===== src/rtl/uart_pkg.sv =====
// Shared UART definitions: byte type, data width and default FIFO depth.
// Imported by the receiver, transmitter and their buffers.
package uart_pkg;

    localparam int UART_DATA_W        = 8;
    localparam int UART_RX_FIFO_DEPTH = 16;

    typedef logic [UART_DATA_W-1:0] uart_byte_t;

endpackage


===== src/rtl/uart_fifo_mem.sv =====
// DEPTH x byte storage: synchronous write, registered read.
// Only the read register is reset; the array itself is not.
module uart_fifo_mem
    import uart_pkg::*;
#(
    parameter  int DEPTH  = UART_RX_FIFO_DEPTH,
    localparam int ADDR_W = $clog2(DEPTH)
) (
    input  logic              clk,
    input  logic              reset,
    input  logic              i_we,
    input  logic [ADDR_W-1:0] i_waddr,
    input  uart_byte_t        i_wdata,
    input  logic              i_re,
    input  logic [ADDR_W-1:0] i_raddr,
    output uart_byte_t        o_rdata
);

    uart_byte_t r_mem [DEPTH];
    uart_byte_t r_rdata;

    always_ff @(posedge clk) begin
        if (i_we) begin
            r_mem[i_waddr] <= i_wdata;
        end
    end

    // Read sees the pre-write contents when both hit one slot (full push+pop).
    always_ff @(posedge clk or posedge reset) begin
        if (reset) begin
            r_rdata <= '0;
        end else if (i_re) begin
            r_rdata <= r_mem[i_raddr];
        end
    end

    assign o_rdata = r_rdata;

endmodule


===== src/rtl/uart_rx_fifo.sv =====
// Receive-side circular FIFO with registered pop and sticky overrun.
// Optional threshold interrupt: define UART_RX_FIFO_THRESHOLD_IRQ_EN.
module uart_rx_fifo
    import uart_pkg::*;
#(
    parameter  int DEPTH  = UART_RX_FIFO_DEPTH,
    localparam int ADDR_W = $clog2(DEPTH)
) (
    input  logic            clk,
    input  logic            reset,
    input  logic            rxValid,
    input  uart_byte_t      rxData,
    input  logic            rdReq,
    input  logic            overrunClear,
`ifdef UART_RX_FIFO_THRESHOLD_IRQ_EN
    input  logic [ADDR_W:0] irqThreshold,
    output logic            rxIrq,
`endif
    output uart_byte_t      rdData,
    output logic            rdValid,
    output logic            empty,
    output logic            full,
    output logic [ADDR_W:0] count,
    output logic            overrun
);

    localparam logic [ADDR_W:0] PTR_INC = (ADDR_W+1)'(1);

    logic [ADDR_W:0] r_wr_ptr;
    logic [ADDR_W:0] r_rd_ptr;
    logic            r_rd_valid;
    logic            r_overrun;

    logic            w_empty;
    logic            w_full;
    logic            w_push;
    logic            w_pop;
    logic            w_drop;
    logic [ADDR_W:0] w_wr_ptr_nxt;
    logic [ADDR_W:0] w_rd_ptr_nxt;

    // Extra wrap bit distinguishes full from empty when indices match.
    assign w_empty = (r_wr_ptr == r_rd_ptr);
    assign w_full  = (r_wr_ptr[ADDR_W-1:0] == r_rd_ptr[ADDR_W-1:0]) &&
                     (r_wr_ptr[ADDR_W] != r_rd_ptr[ADDR_W]);

    assign w_pop  = rdReq && !w_empty;
    assign w_push = rxValid && (!w_full || w_pop);
    assign w_drop = rxValid && w_full && !w_pop;

    assign w_wr_ptr_nxt = w_push ? r_wr_ptr + PTR_INC : r_wr_ptr;
    assign w_rd_ptr_nxt = w_pop  ? r_rd_ptr + PTR_INC : r_rd_ptr;

    always_ff @(posedge clk or posedge reset) begin
        if (reset) begin
            r_wr_ptr   <= '0;
            r_rd_ptr   <= '0;
            r_rd_valid <= 1'b0;
        end else begin
            r_wr_ptr   <= w_wr_ptr_nxt;
            r_rd_ptr   <= w_rd_ptr_nxt;
            r_rd_valid <= w_pop;
        end
    end

    // A drop in the same cycle as a clear keeps the flag set.
    always_ff @(posedge clk or posedge reset) begin
        if (reset) begin
            r_overrun <= 1'b0;
        end else if (w_drop) begin
            r_overrun <= 1'b1;
        end else if (overrunClear) begin
            r_overrun <= 1'b0;
        end
    end

    uart_fifo_mem #(
        .DEPTH (DEPTH)
    ) u_mem (
        .clk     (clk),
        .reset   (reset),
        .i_we    (w_push),
        .i_waddr (r_wr_ptr[ADDR_W-1:0]),
        .i_wdata (rxData),
        .i_re    (w_pop),
        .i_raddr (r_rd_ptr[ADDR_W-1:0]),
        .o_rdata (rdData)
    );

`ifdef UART_RX_FIFO_THRESHOLD_IRQ_EN
    logic            r_rx_irq;
    logic [ADDR_W:0] w_count_nxt;

    assign w_count_nxt = w_wr_ptr_nxt - w_rd_ptr_nxt;

    always_ff @(posedge clk or posedge reset) begin
        if (reset) begin
            r_rx_irq <= 1'b0;
        end else begin
            r_rx_irq <= (w_count_nxt >= irqThreshold) &&
                        (irqThreshold != '0);
        end
    end

    assign rxIrq = r_rx_irq;
`endif

    assign rdValid = r_rd_valid;
    assign empty   = w_empty;
    assign full    = w_full;
    assign count   = r_wr_ptr - r_rd_ptr;
    assign overrun = r_overrun;

endmodule


===== config.mk =====
export PLATFORM = sky130hd
export DESIGN_NAME = uart_rx_fifo
export DESIGN_NICKNAME = d
export VERILOG_FILES = /design/src/rtl/uart_pkg.sv /design/src/rtl/uart_fifo_mem.sv /design/src/rtl/uart_rx_fifo.sv
export SDC_FILE = /design/constraint.sdc
export NUM_CORES = 1
export LEC_CHECK = 0
export ABC_AREA = 1
export BUFFER_PORTS_ARGS = -buffer_cell sky130_fd_sc_hd__buf_2
export CORE_UTILIZATION = 55
export DETAILED_ROUTE_END_ITERATION = 10
export MAX_ROUTING_LAYER = met4
export PLACE_DENSITY = 0.75
export SYNTH_ARGS = -nofsm -noshare
export SYNTH_HDL_FRONTEND = slang
export SYNTH_SLANG_ARGS = --single-unit

===== constraint.sdc =====
create_clock -name clk -period 2.6 [get_ports clk]
set_input_delay 0.13 -clock clk [delete_from_list [all_inputs] [get_ports clk]]
set_output_delay 0.13 -clock clk [all_outputs]
set_load 0.05 [all_outputs]

==> results of run 1 <==
worst min-delay path by stage:
stage,start,end,cells past startpoint
floorplan,reset,overrun,1
global placement,reset,rdValid,2
detailed placement,reset,u_mem.o_rdata[4],2
CTS,rxValid,r_wr_ptr[0],3
global route,rxValid,r_wr_ptr[0],3
finish,rxValid,r_wr_ptr[0],3
synthesized netlist by cell type, drive strengths merged:
| cell | count | area, sq um |
|---|---|---|
| dfrtp | 20 | 500.5 |
| inv | 99 | 371.6 |
| fa | 1 | 20.02 |
| nor2 | 34 | 137.6 |
| nand2 | 182 | 703.2 |
| clkinv | 1 | 3.750 |
| xor2 | 9 | 78.83 |
| a21oi | 18 | 90.09 |
| nand3 | 96 | 480.5 |
| ha | 9 | 112.6 |
| edfxtp | 128 | 3844 |
| o21ai | 6 | 30.03 |
| clkbuf | 2 | 7.510 |
| buf | 24 | 136.4 |
power breakdown:
part	switching [mW]	internal, mW
logic	2.67	0.977
registers	0.181	2.93
clock network	0.892	1.58
total	3.75	5.48
layout make-up:
cell class                      count  area (sq um)
Sequential cell                   148          4345
Fill cell                         802          3951
Multi-Input combinational cell    355          1653
Clock buffer                       18         429.2
Inverter                          100         375.4
Timing Repair Buffer               56         370.4
Tap cell                          143         178.9
Clock inverter                     12         163.9
tightest hold or removal path: stages:
cell and delay (ns):
sky130_fd_sc_hd__buf_2 0.12, sky130_fd_sc_hd__nand2_4 0.08, sky130_fd_sc_hd__xor2_1 0.07
kinds of logic (layout without fill, tap and decap cells):
family,count (synthesis),count (layout)
flip-flops,148,148
XOR/XNOR,9,9
AO/OA/AOI/OAI,24,24
AND/OR/NAND/NOR,312,312
buffers and inverters,126,186
adder cells (fa/ha/maj),10,10
flip-flops by register name, indices dropped and copies added (netlist names):
signal and count:
r_rd_ptr 5, overrun 1, rdValid 1, u_mem.o_rdata 8
u_mem.r_mem 128, r_wr_ptr 5
per-layer routing:
layer / up-vias / GRT usage [%] / wire (um)
li1: 2134 / - / -
met1: 2193 / 33.87 / 5917
met2: 214 / 43.35 / 7744
met3: 47 / 6.069 / 1086
met4: 0 / 12.53 / 595
met5: - / - / 0
cell usage in the layout, fill, tap and decap left out, drive strengths merged:
cell           n
clkinvlp       2
edfxtp       128
inv           99
nor2          34
ha             9
clkinv         7
fa             1
dfrtp         20
o21ai          6
xor2           9
nand2        182
a21oi         18
dlygate4sd3    4
bufinv         4
buf           52
nand3         96
clkbuf        18
==> parameters.txt, run 1 <==
Parameter                              Value

Final layout
  Layout Area Growth over Synthesis    15.34%
  Fraction of layout cells with a size suffix above 1    13.06%
  Summed area of non-filler cells in the final layout    7516 sq um
  Diode insertion count for antenna repair    0
  Fin nets    701
  Final cell count without fillers    832
  Final core utilization    65.54%

Logic synthesis
  FF+latch count, synth    148
  Mux share of post-synthesis cell area    0%
  Share of the synthesized area in compound gates (AO/OA/AOI/OAI)    1.843%
  Cells after Synth    629
  Largest family of logic cells by synthesized area    simple AND/OR/NAND/NOR gates
  Average cell area after synthesis    10.36 sq um
  Synth Area in Adders    2.035%
  Synth warnings    0
  Xor and xnor area share after synthesis    1.210%
  Number of nets in the synthesized netlist    652
  Cell Area, Synth    6516 sq um
  Unique cell type count in the Yosys netlist    22
  Synthesized-area fraction occupied by and/or/nand/nor cells    20.28%
  Sequential share of the synthesized area    66.67%

Timing
  Worst hold slack after final layout    0.02696 ns
  Max-slew violation count    0
  Maximum clock rate    430.3 MHz
  Worst slew margin    46.75%
  Final setup TNS    0 ns
  Tcrit/Tclk final    89.38%
  Time the final worst path needs with I/O delays and setup    2.324 ns
  Worst Slack Setup Final    0.2761 ns
  Total setup violations reported at the end of the flow    0
  Clock tree skew after final layout    0.004710 ns
  Final hold viol count    0
  Setup repair after global routing missed its margin    false
  Worst-Margin Slew    0.7979 ns

Worst setup path
  Crit path max-delay cell type    sky130_fd_sc_hd__dfrtp_1
  RR Startpoint    r_wr_ptr[2]
  Worst setup path endpoint    count[4]
  Endpoint required time on the critical path    2.47 ns
  Startpoint type of the worst setup path    flop
  Arrival time of data at the critical path endpoint    2.19 ns
  Worst Setup SP    r_wr_ptr[0]
  Slowest stage delay, CP    0.42 ns
  End of the worst register-to-register path    u_mem.r_mem[10][6]
  Crit path top cell by count    sky130_fd_sc_hd__inv_1
  Maximum fanout count along the critical path    4
  Worst path buffer plus inverter count    3
  Family with the most delay on the worst path    adder cells
  Logic depth of the worst setup path including buffers    8
  CP Class    reg2out
  Cells along the critical path    inv_1 > ha_1 > inv_1 > fa_1 > nand3_1 > nand2_1 > xor2_1 > buf_2
  Count of cells along the worst register-to-register path    11
  Endpoint class of the critical path    output pin
  Internal reg-to-reg setup slack    0.30 ns

Global route
  Wire length of the first global-routing pass    23830 um
  Number of global-route vias before repair    4509
  Overall overflow remaining after global route    0
  Pin count of the biggest net entering global routing    67
  Initial antenna violation count    0
  Total GRT Usage    27.37%

Placement
  Number of buffer cells added on primary ports    29
  Standard cell area after detailed placement    6883 sq um
  Placement-stage worst setup slack    0.3516 ns
  Global placer's final weighted congestion    0.9253
  Placed cell count    798
  HPWL after DPL    9429 um

Routing
  DR vias    4588
  DRC viols    0
  Initial detailed-routing violation count    528
  Routed vias/inst    5.514
  Routed length per instance    18.44 um
  Detailed-routing iteration count for the pre-antenna-repair pass    5
  Remaining antenna violation count after routing    0
  Sum of routed wire length over all layers    15340 um

Floorplanning
  Initial Util    56.82%
  Top-level port count    30
  Die boundary height    110.8 um
  Die area    12290 sq um
  Core Box Area    11470 sq um
  Placement row count    39
  Die width    110.8 um

Clocking
  Resized Gates After CTS    0
  Largest buffer count on any clock path    2
  Clock slew at the register clock pins of the worst setup and hold paths    0.05 ns
  Clock H-tree levels    4
  Latest clock arrival within the worst-skew pair    0.42 ns
  Number of buffers inserted to repair setup after CTS    0
  Inserted Clock Buffers    17
  Clock tree from TritonCTS    built
  CTS root buffer    sky130_fd_sc_hd__clkbuf_16
  Count of hold buffers inserted by post-cts repair    4
  # clock sinks    148

Power and ir drop
  Overall power of the completed layout    9.229 mW
  Areal power density over the cells    1228 nW/um^2
  Maximum VDD drop    0.0006863 V
  Static Leak    3.265 nW

Job
  Max-capacitance violation count    0

Status
  Outcome    completed

Hold path
  Min-Delay Path Class    in2reg
No activity file was read; power rests on OpenSTA's default activity.
==> run 2: changes to the inputs <==
--- a/config.mk
+++ b/config.mk
@@ -10,7 +10,7 @@
 export CORE_UTILIZATION = 55
 export DETAILED_ROUTE_END_ITERATION = 10
 export MAX_ROUTING_LAYER = met4
-export PLACE_DENSITY = 0.75
+export PLACE_DENSITY = 0.74
 export SYNTH_ARGS = -nofsm -noshare
 export SYNTH_HDL_FRONTEND = slang
 export SYNTH_SLANG_ARGS = --single-unit
==> parameters.txt, run 2 (synthesis results as in run 1) <==
Parameter                              Value

Floorplanning
  Top-level port count    30 (unchanged)
  Placement row count    39 (unchanged)
  Die width    110.8 um (unchanged)
  Initial Util    56.82% (unchanged)
  Die area    12290 sq um (unchanged)
  Die boundary height    110.8 um (unchanged)
  Core Box Area    11470 sq um (unchanged)

Routing
  Initial detailed-routing violation count    464 (was 528)
  Detailed-routing iteration count for the pre-antenna-repair pass    5 (unchanged)
  Remaining antenna violation count after routing    0 (unchanged)
  Sum of routed wire length over all layers    15040 um (was 15340 um)
  DR vias    4497 (was 4588)
  Routed vias/inst    5.399 (was 5.514)
  Routed length per instance    18.05 um (was 18.44 um)
  DRC viols    0 (unchanged)

Worst setup path
  Startpoint type of the worst setup path    flop (unchanged)
  Arrival time of data at the critical path endpoint    2.53 ns (was 2.19 ns)
  CP Class    reg2reg (was reg2out)
  Endpoint required time on the critical path    2.74 ns (was 2.47 ns)
  Endpoint class of the critical path    flop (was output pin)
  Maximum fanout count along the critical path    9 (was 4)

Final layout
  Layout Area Growth over Synthesis    14.69% (was 15.34%)
  Fin nets    700 (was 701)
  Fraction of layout cells with a size suffix above 1    13.77% (was 13.06%)
  Summed area of non-filler cells in the final layout    7473 sq um (was 7516 sq um)
  Register name with the most flops    u_mem.r_mem (unchanged)
  Largest register FFs    128 (unchanged)
  Storage element area    4345 sq um (unchanged)
  Fill cell total of the finished layout    881 (was 802)
  Final cell count without fillers    833 (was 832)
  Commonest cells after routing, fill and taps aside    176 x sky130_fd_sc_hd__nand2_1, 128 x sky130_fd_sc_hd__edfxtp_1, 96 x sky130_fd_sc_hd__nand3_1 (unchanged)
  Diode insertion count for antenna repair    0 (unchanged)
  Area occupied by multi-input gates    1653 sq um (unchanged)
  Most frequent standard cell in the layout excluding fill and tap cells    sky130_fd_sc_hd__nand2_1 (unchanged)

Power and ir drop
  Sequential power share    34.5% (was 33.7%)
  Static Leak    3.230 nW (was 3.265 nW)
  Sw Share    42.12% (was 40.60%)
  Cell Int Power    5.208 mW (was 5.482 mW)
  Overall power of the completed layout    8.998 mW (was 9.229 mW)
  Clock share of power    25.5% (was 26.8%)
  Areal power density over the cells    1204 nW/um^2 (was 1228 nW/um^2)
  Maximum VDD drop    0.0008153 V (was 0.0006863 V)
  Switching component of the power    3.790 mW (was 3.747 mW)
  Combinational share of power    40.0% (was 39.6%)

Placement
  Global placer's final weighted congestion    0.8487 (was 0.9253)
  Number of buffer cells added on primary ports    29 (unchanged)
  Standard cell area after detailed placement    6883 sq um (unchanged)
  HPWL after DPL    9372 um (was 9429 um)
  Placed cell count    798 (unchanged)

Timing
  Total setup violations reported at the end of the flow    0 (unchanged)
  Time the final worst path needs with I/O delays and setup    2.397 ns (was 2.324 ns)
  Maximum clock rate    417.2 MHz (was 430.3 MHz)
  Clock tree skew after final layout    0.008605 ns (was 0.004710 ns)
  Worst-Margin Slew    0.7963 ns (was 0.7979 ns)
  Final hold viol count    0 (unchanged)
  Max-slew violation count    0 (unchanged)
  Worst slew margin    46.86% (was 46.75%)
  Worst hold slack after final layout    0.02710 ns (was 0.02696 ns)
  Tcrit/Tclk final    92.18% (was 89.38%)
  Setup repair after global routing missed its margin    false (unchanged)

Global route
  Initial antenna violation count    0 (unchanged)
  Pin count of the biggest net entering global routing    67 (unchanged)
  Total GRT Usage    26.94% (was 27.37%)
  Wire length of the first global-routing pass    23520 um (was 23830 um)
  Overall overflow remaining after global route    0 (unchanged)
  Number of global-route vias before repair    4543 (was 4509)

Status
  Outcome    completed (unchanged)

Clocking
  Clock H-tree levels    4 (unchanged)
  # clock sinks    148 (unchanged)
  Clock tree from TritonCTS    built (unchanged)
  Latest clock arrival within the worst-skew pair    0.42 ns (about the same)
  Resized Gates After CTS    0 (unchanged)
  Largest buffer count on any clock path    2 (unchanged)
  Clock slew at the register clock pins of the worst setup and hold paths    0.06 ns (was 0.05 ns)
  CTS root buffer    sky130_fd_sc_hd__clkbuf_16 (unchanged)
  Inserted Clock Buffers    17 (unchanged)

Job
  Max-capacitance violation count    0 (unchanged)

Hold path
  Min-Delay Path Class    in2reg (unchanged)
-- run 2: changes by cell type in the layout (fill, tap and decap cells not counted), moves of 2 or more --
| cell | delta |
|---|---|
| sky130_fd_sc_hd__bufinv_16 | -3 |
| sky130_fd_sc_hd__clkinv_1 | -2 |
| sky130_fd_sc_hd__clkinv_4 | +3 |
| sky130_fd_sc_hd__clkinvlp_4 | +4 |
| sky130_fd_sc_hd__inv_6 | +2 |
-- run 2: stage by stage --
stage,worst slack [ns],utilization (%),setup TNS (ns)
after CTS,0.2409,65.17,0
after global routing,0.06845,65.17,0
after detailed placement,0.2548,60.02,0
final,0.2033,65.17,0
after floorplan,-0.007854,-,-0.1256
after global placement,0.3104,60.02,0
-- run 2: repair_timing --
item / in CTS / in global routing
hold buffers: 3 / 0
buffers inserted: 0 / 0
endpoints found under the hold margin: 22 / 0
-- run 2: worst max-delay path, cell delays in order (launching register included) --
cell and delay [ns]:
sky130_fd_sc_hd__dfrtp_1 0.41, sky130_fd_sc_hd__inv_1 0.13, sky130_fd_sc_hd__ha_1 0.32, sky130_fd_sc_hd__nand2_1 0.08, sky130_fd_sc_hd__nor2_2 0.04, sky130_fd_sc_hd__inv_1 0.08, sky130_fd_sc_hd__nor2_4 0.05, sky130_fd_sc_hd__nand2_2 0.07
sky130_fd_sc_hd__nand2_4 0.06, sky130_fd_sc_hd__inv_2 0.13, sky130_fd_sc_hd__nand2_1 0.20, sky130_fd_sc_hd__nor2_1 0.32, sky130_fd_sc_hd__buf_4 0.21
-- run 2: final timing paths --
check | startpoint | slack (ns) | cells after the start | to
max in group asynchronous | reset | 1.62 | 3 | r_rd_ptr[0]
max reg2reg | r_wr_ptr[0] | 0.20 | 12 | u_mem.r_mem[12][4]
min in group asynchronous | reset | 0.44 | 3 | rdValid
max | r_wr_ptr[0] | 0.20 | 12 | u_mem.r_mem[12][4]
min reg2reg | r_wr_ptr[4] | 0.55 | 2 | r_wr_ptr[4]
min | rxValid | 0.03 | 3 | r_wr_ptr[0]
-- run 2: final cells by class --
type	instances	area share, %
clock inverters	15	1.808
multi-input cells	355	22.12
repair buffers	55	4.822
clock buffers	17	5.692
flip-flops and latches	148	58.14
well taps	143	2.394
inverters	100	5.023
-- run 2: routing by layer --
metal	track usage (%)	vias to the layer above	share of wire, %
met4	13.78	0	3.5
li1	-	2137	-
met2	41.82	211	49
met1	34.35	2102	41
met3	4.757	47	6.4
met5	-	-	0
-- run 2: power by group through the flow --
stage          logic [mW]  clock network (mW)  registers (mW)
2_1_floorplan        2.45                   0            3.34
6_report             3.60                2.29            3.11
3_3_place_gp         3.50                   0            3.13
3_5_place_dp         3.55                   0            3.15
5_1_grt              3.91                2.42            3.13
4_1_cts              3.58                2.31            3.10
==> run 3: changes to the inputs <==
--- a/config.mk
+++ b/config.mk
@@ -13,4 +13,5 @@
 export PLACE_DENSITY = 0.74
 export SYNTH_ARGS = -nofsm -noshare
 export SYNTH_HDL_FRONTEND = slang
+export SYNTH_HIERARCHICAL = 1
 export SYNTH_SLANG_ARGS = --single-unit
==> constraint.sdc (replaced) <==
create_clock -name clk -period 1.9 [get_ports clk]
set_input_delay 0.095 -clock clk [delete_from_list [all_inputs] [get_ports clk]]
set_output_delay 0.095 -clock clk [all_outputs]
set_load 0.05 [all_outputs]
==> parameters.txt, run 3 <==
Parameter                              Value

Timing
  Maximum clock rate    506.1 MHz
  Setup repair after global routing missed its margin    true (was false)
  Worst slew margin    67.17% (was 46.86%)
  Worst Slack Setup Final    -0.07588 ns (was 0.2033 ns)
  Time the final worst path needs with I/O delays and setup    1.976 ns
  Final hold viol count    0 (unchanged)
  Clock tree skew after final layout    0.007708 ns (was 0.008605 ns)
  Worst-Margin Slew    0.4920 ns (was 0.7963 ns)
  Max-slew violation count    0 (unchanged)
  Tcrit/Tclk final    104.0%
  Total setup violations reported at the end of the flow    2 (was 0)
  Final setup TNS    -0.09614 ns (was 0 ns)

Logic synthesis
  Cells after Synth    591 (was 629)
  Synth warnings    6 (was 0)
  Post-synth EDFFs    128 (unchanged)
  Asr flop ratio synth    13.51% (unchanged)
  Cell Area, Synth    6432 sq um (was 6516 sq um)
  Sequential share of the synthesized area    67.54% (was 66.67%)
  Fraction of post-synthesis cell area in the top cell type by area    59.75% (was 58.99%)
  Average cell area after synthesis    10.88 sq um (was 10.36 sq um)
  Number of nets in the synthesized netlist    611 (was 652)
  Library cell with the largest summed area after synthesis    sky130_fd_sc_hd__edfxtp_1 (unchanged)
  Dominant register cell in the synthesized netlist    sky130_fd_sc_hd__edfxtp_1 (unchanged)
  Leading post-synthesis cells by cell area    sky130_fd_sc_hd__edfxtp_1 60%, sky130_fd_sc_hd__nand2_1 14%, sky130_fd_sc_hd__nand3_1 8.7%, sky130_fd_sc_hd__dfrtp_1 7.8%, sky130_fd_sc_hd__buf_6 1.6% (was sky130_fd_sc_hd__edfxtp_1 59%, sky130_fd_sc_hd__nand2_1 10%, sky130_fd_sc_hd__dfrtp_1 7.7%, sky130_fd_sc_hd__nand3_1 7.4%, sky130_fd_sc_hd__inv_1 5.5%)
  Top cells by count, synth    232 x sky130_fd_sc_hd__nand2_1, 128 x sky130_fd_sc_hd__edfxtp_1, 112 x sky130_fd_sc_hd__nand3_1 (was 176 x sky130_fd_sc_hd__nand2_1, 128 x sky130_fd_sc_hd__edfxtp_1, 96 x sky130_fd_sc_hd__nand3_1)
  Most frequent cell after synthesis    sky130_fd_sc_hd__nand2_1 (unchanged)
  Unique cell type count in the Yosys netlist    23 (was 22)
  FF+latch count, synth    148 (unchanged)

Global route
  Number of global-route vias before repair    4490 (was 4543)
  Overall overflow remaining after global route    0 (unchanged)
  Pin count of the biggest net entering global routing    45 (was 67)
  Initial antenna violation count    0 (unchanged)
  Wire length of the first global-routing pass    23510 um (was 23520 um)
  Total GRT Usage    28.20% (was 26.94%)

Final layout
  Most frequent standard cell in the layout excluding fill and tap cells    sky130_fd_sc_hd__nand2_1 (unchanged)
  Final core utilization    67.60% (was 65.17%)
  Commonest cells after routing, fill and taps aside    230 x sky130_fd_sc_hd__nand2_1, 128 x sky130_fd_sc_hd__edfxtp_1, 110 x sky130_fd_sc_hd__nand3_1 (was 176 x sky130_fd_sc_hd__nand2_1, 128 x sky130_fd_sc_hd__edfxtp_1, 96 x sky130_fd_sc_hd__nand3_1)
  Diode insertion count for antenna repair    0 (unchanged)
  Register name with the most flops    u_mem/r_mem (was u_mem.r_mem)
  Layout Area Growth over Synthesis    20.00% (was 14.69%)
  Fraction of layout cells with a size suffix above 1    21.49% (was 13.77%)
  Fin nets    679 (was 700)
  Final cell count without fillers    813 (was 833)
  Largest register FFs    128 (unchanged)

Routing
  Initial detailed-routing violation count    454 (was 464)
  Routed length per instance    18.40 um (was 18.05 um)
  Routed vias/inst    5.686 (was 5.399)
  Remaining antenna violation count after routing    0 (unchanged)
  Detailed-routing iteration count for the pre-antenna-repair pass    5 (unchanged)
  DR vias    4623 (was 4497)
  Sum of routed wire length over all layers    14960 um (was 15040 um)
  DRC viols    0 (unchanged)

Clocking
  # clock sinks    148 (unchanged)
  Clock H-tree levels    4 (unchanged)
  Latest clock arrival within the worst-skew pair    0.42 ns (about the same)
  Inserted Clock Buffers    17 (unchanged)
  CTS root buffer    sky130_fd_sc_hd__clkbuf_16 (unchanged)
  Clock slew at the register clock pins of the worst setup and hold paths    0.06 ns (about the same)
  Clock tree from TritonCTS    built (unchanged)
  Largest buffer count on any clock path    2 (unchanged)

Hold path
  Number of cells on the worst hold path    3 (unchanged)
  Worst hold start    rdReq (was rxValid)
  Min-Delay Path Class    in2reg (unchanged)

Power and ir drop
  Static Leak    3.124 nW (was 3.230 nW)
  Overall power of the completed layout    13.51 mW (was 8.998 mW)
  Areal power density over the cells    1751 nW/um^2 (was 1204 nW/um^2)
  Maximum VDD drop    0.003188 V (was 0.0008153 V)

Job
  Max-capacitance violation count    0 (unchanged)

Floorplanning
  Die width    110.1 um (was 110.8 um)
  Core Box Area    11420 sq um (was 11470 sq um)
  Die boundary height    110.1 um (was 110.8 um)
  Initial Util    56.33% (was 56.82%)
  Placement row count    39 (unchanged)
  Top-level port count    30 (unchanged)
  Die area    12130 sq um (was 12290 sq um)

Worst setup path
  Endpoint required time on the critical path    1.80 ns (was 2.74 ns)
  Startpoint type of the worst setup path    flop (unchanged)
  Worst Setup SP    r_wr_ptr[0] (unchanged)
  Endpoint class of the critical path    output pin (was flop)
  CP Class    reg2out (was reg2reg)
  Arrival time of data at the critical path endpoint    1.88 ns (was 2.53 ns)
  Count of cells along the worst register-to-register path    9 (was 12)
  RR Startpoint    r_rd_ptr[0] (was r_wr_ptr[0])
  Maximum fanout count along the critical path    2 (was 9)

Placement
  HPWL after DPL    9517 um (was 9372 um)
  Number of buffer cells added on primary ports    29 (unchanged)
  Global placer's final weighted congestion    0.8771 (was 0.8487)
  Placement-stage worst setup slack    0.004112 ns (was 0.2548 ns)
  Placed cell count    777 (was 798)

Status
  Outcome    complete, but fails checks (was completed)
  Violated checks    setup timing
-- run 3: changes by cell type after synthesis, sizes merged, moves of 3 or more --
cell and change:
nand3 +17, nand2 +55, xor2 -5, nor2 -16
nand4 +4, nand3b +3, a21oi -16, ha -3
o21ai -6, inv -72
-- run 3: final timing paths --
check                                          to  slack [ns]
worst max register to register  u_mem/r_mem[8][3]        0.04
worst min-delay path                  r_rd_ptr[1]        0.02
worst min register to register   u_mem/o_rdata[7]        0.47
max in group asynchronous             r_wr_ptr[1]        1.28
min in group asynchronous        u_mem/o_rdata[7]        0.21
worst max-delay path                     count[4]       -0.08
-- run 3: through the flow --
| step | cell area [sq um] | hold WS, ns |
|---|---|---|
| after floorplan | 6546 | -0.08934 |
| after global placement | 6972 | 0.05568 |
| after detailed placement | 6972 | 0.05806 |
| after CTS | 7670 | 0.0006276 |
| after global routing | 7719 | 0.02264 |
| final | 7719 | 0.01936 |
-- run 3: per-layer routing --
metal / track usage (%) / vias to the layer above / wire length (um)
met1: 37.17 / 2216 / 6175
met5: - / - / 0
met2: 42.77 / 235 / 7316
met4: 11.37 / 0 / 313
li1: - / 2145 / -
met3: 6.467 / 27 / 1155
-- run 3: timing repair --
action,CTS,global route
hold buffers,3,0
resized for setup,18,12
setup buffers,2,2
hold endpoints to repair,21,0
pin swaps,8,5
setup endpoints to repair,10,101
-- run 3: critical path: stages (launching register included) --
cell and delay (ns):
sky130_fd_sc_hd__dfrtp_1 0.39, sky130_fd_sc_hd__inv_2 0.09, sky130_fd_sc_hd__ha_4 0.12, sky130_fd_sc_hd__inv_2 0.04, sky130_fd_sc_hd__fa_2 0.35, sky130_fd_sc_hd__nand3_2 0.09, sky130_fd_sc_hd__nand2_2 0.06, sky130_fd_sc_hd__xor2_2 0.15
sky130_fd_sc_hd__buf_6 0.18
-- run 3: report_power, final --
group | internal, mW | switching [mW]
sequential | 3.96 | 0.186
combinational | 1.94 | 4.07
clock | 2.17 | 1.20
total | 8.06 | 5.45
-- run 3: cell type report --
cell class / instances / area, sq um
timing repair buffer: 75 / 571.8
sequential: 148 / 4347
inverter: 27 / 111.4
fill: 819 / 3700
multi-input combinational: 390 / 1916
clock buffer: 19 / 432.9
tap: 143 / 178.9
clock inverter: 11 / 161.4
-- run 3: kinds of logic after synthesis --
kind of cell,synth area share (%)
simple gates,25.15
flops,67.54
buf+inv,5.038
fa+ha+maj,1.478
xor+xnor,0.5446
compound gates,0.2529
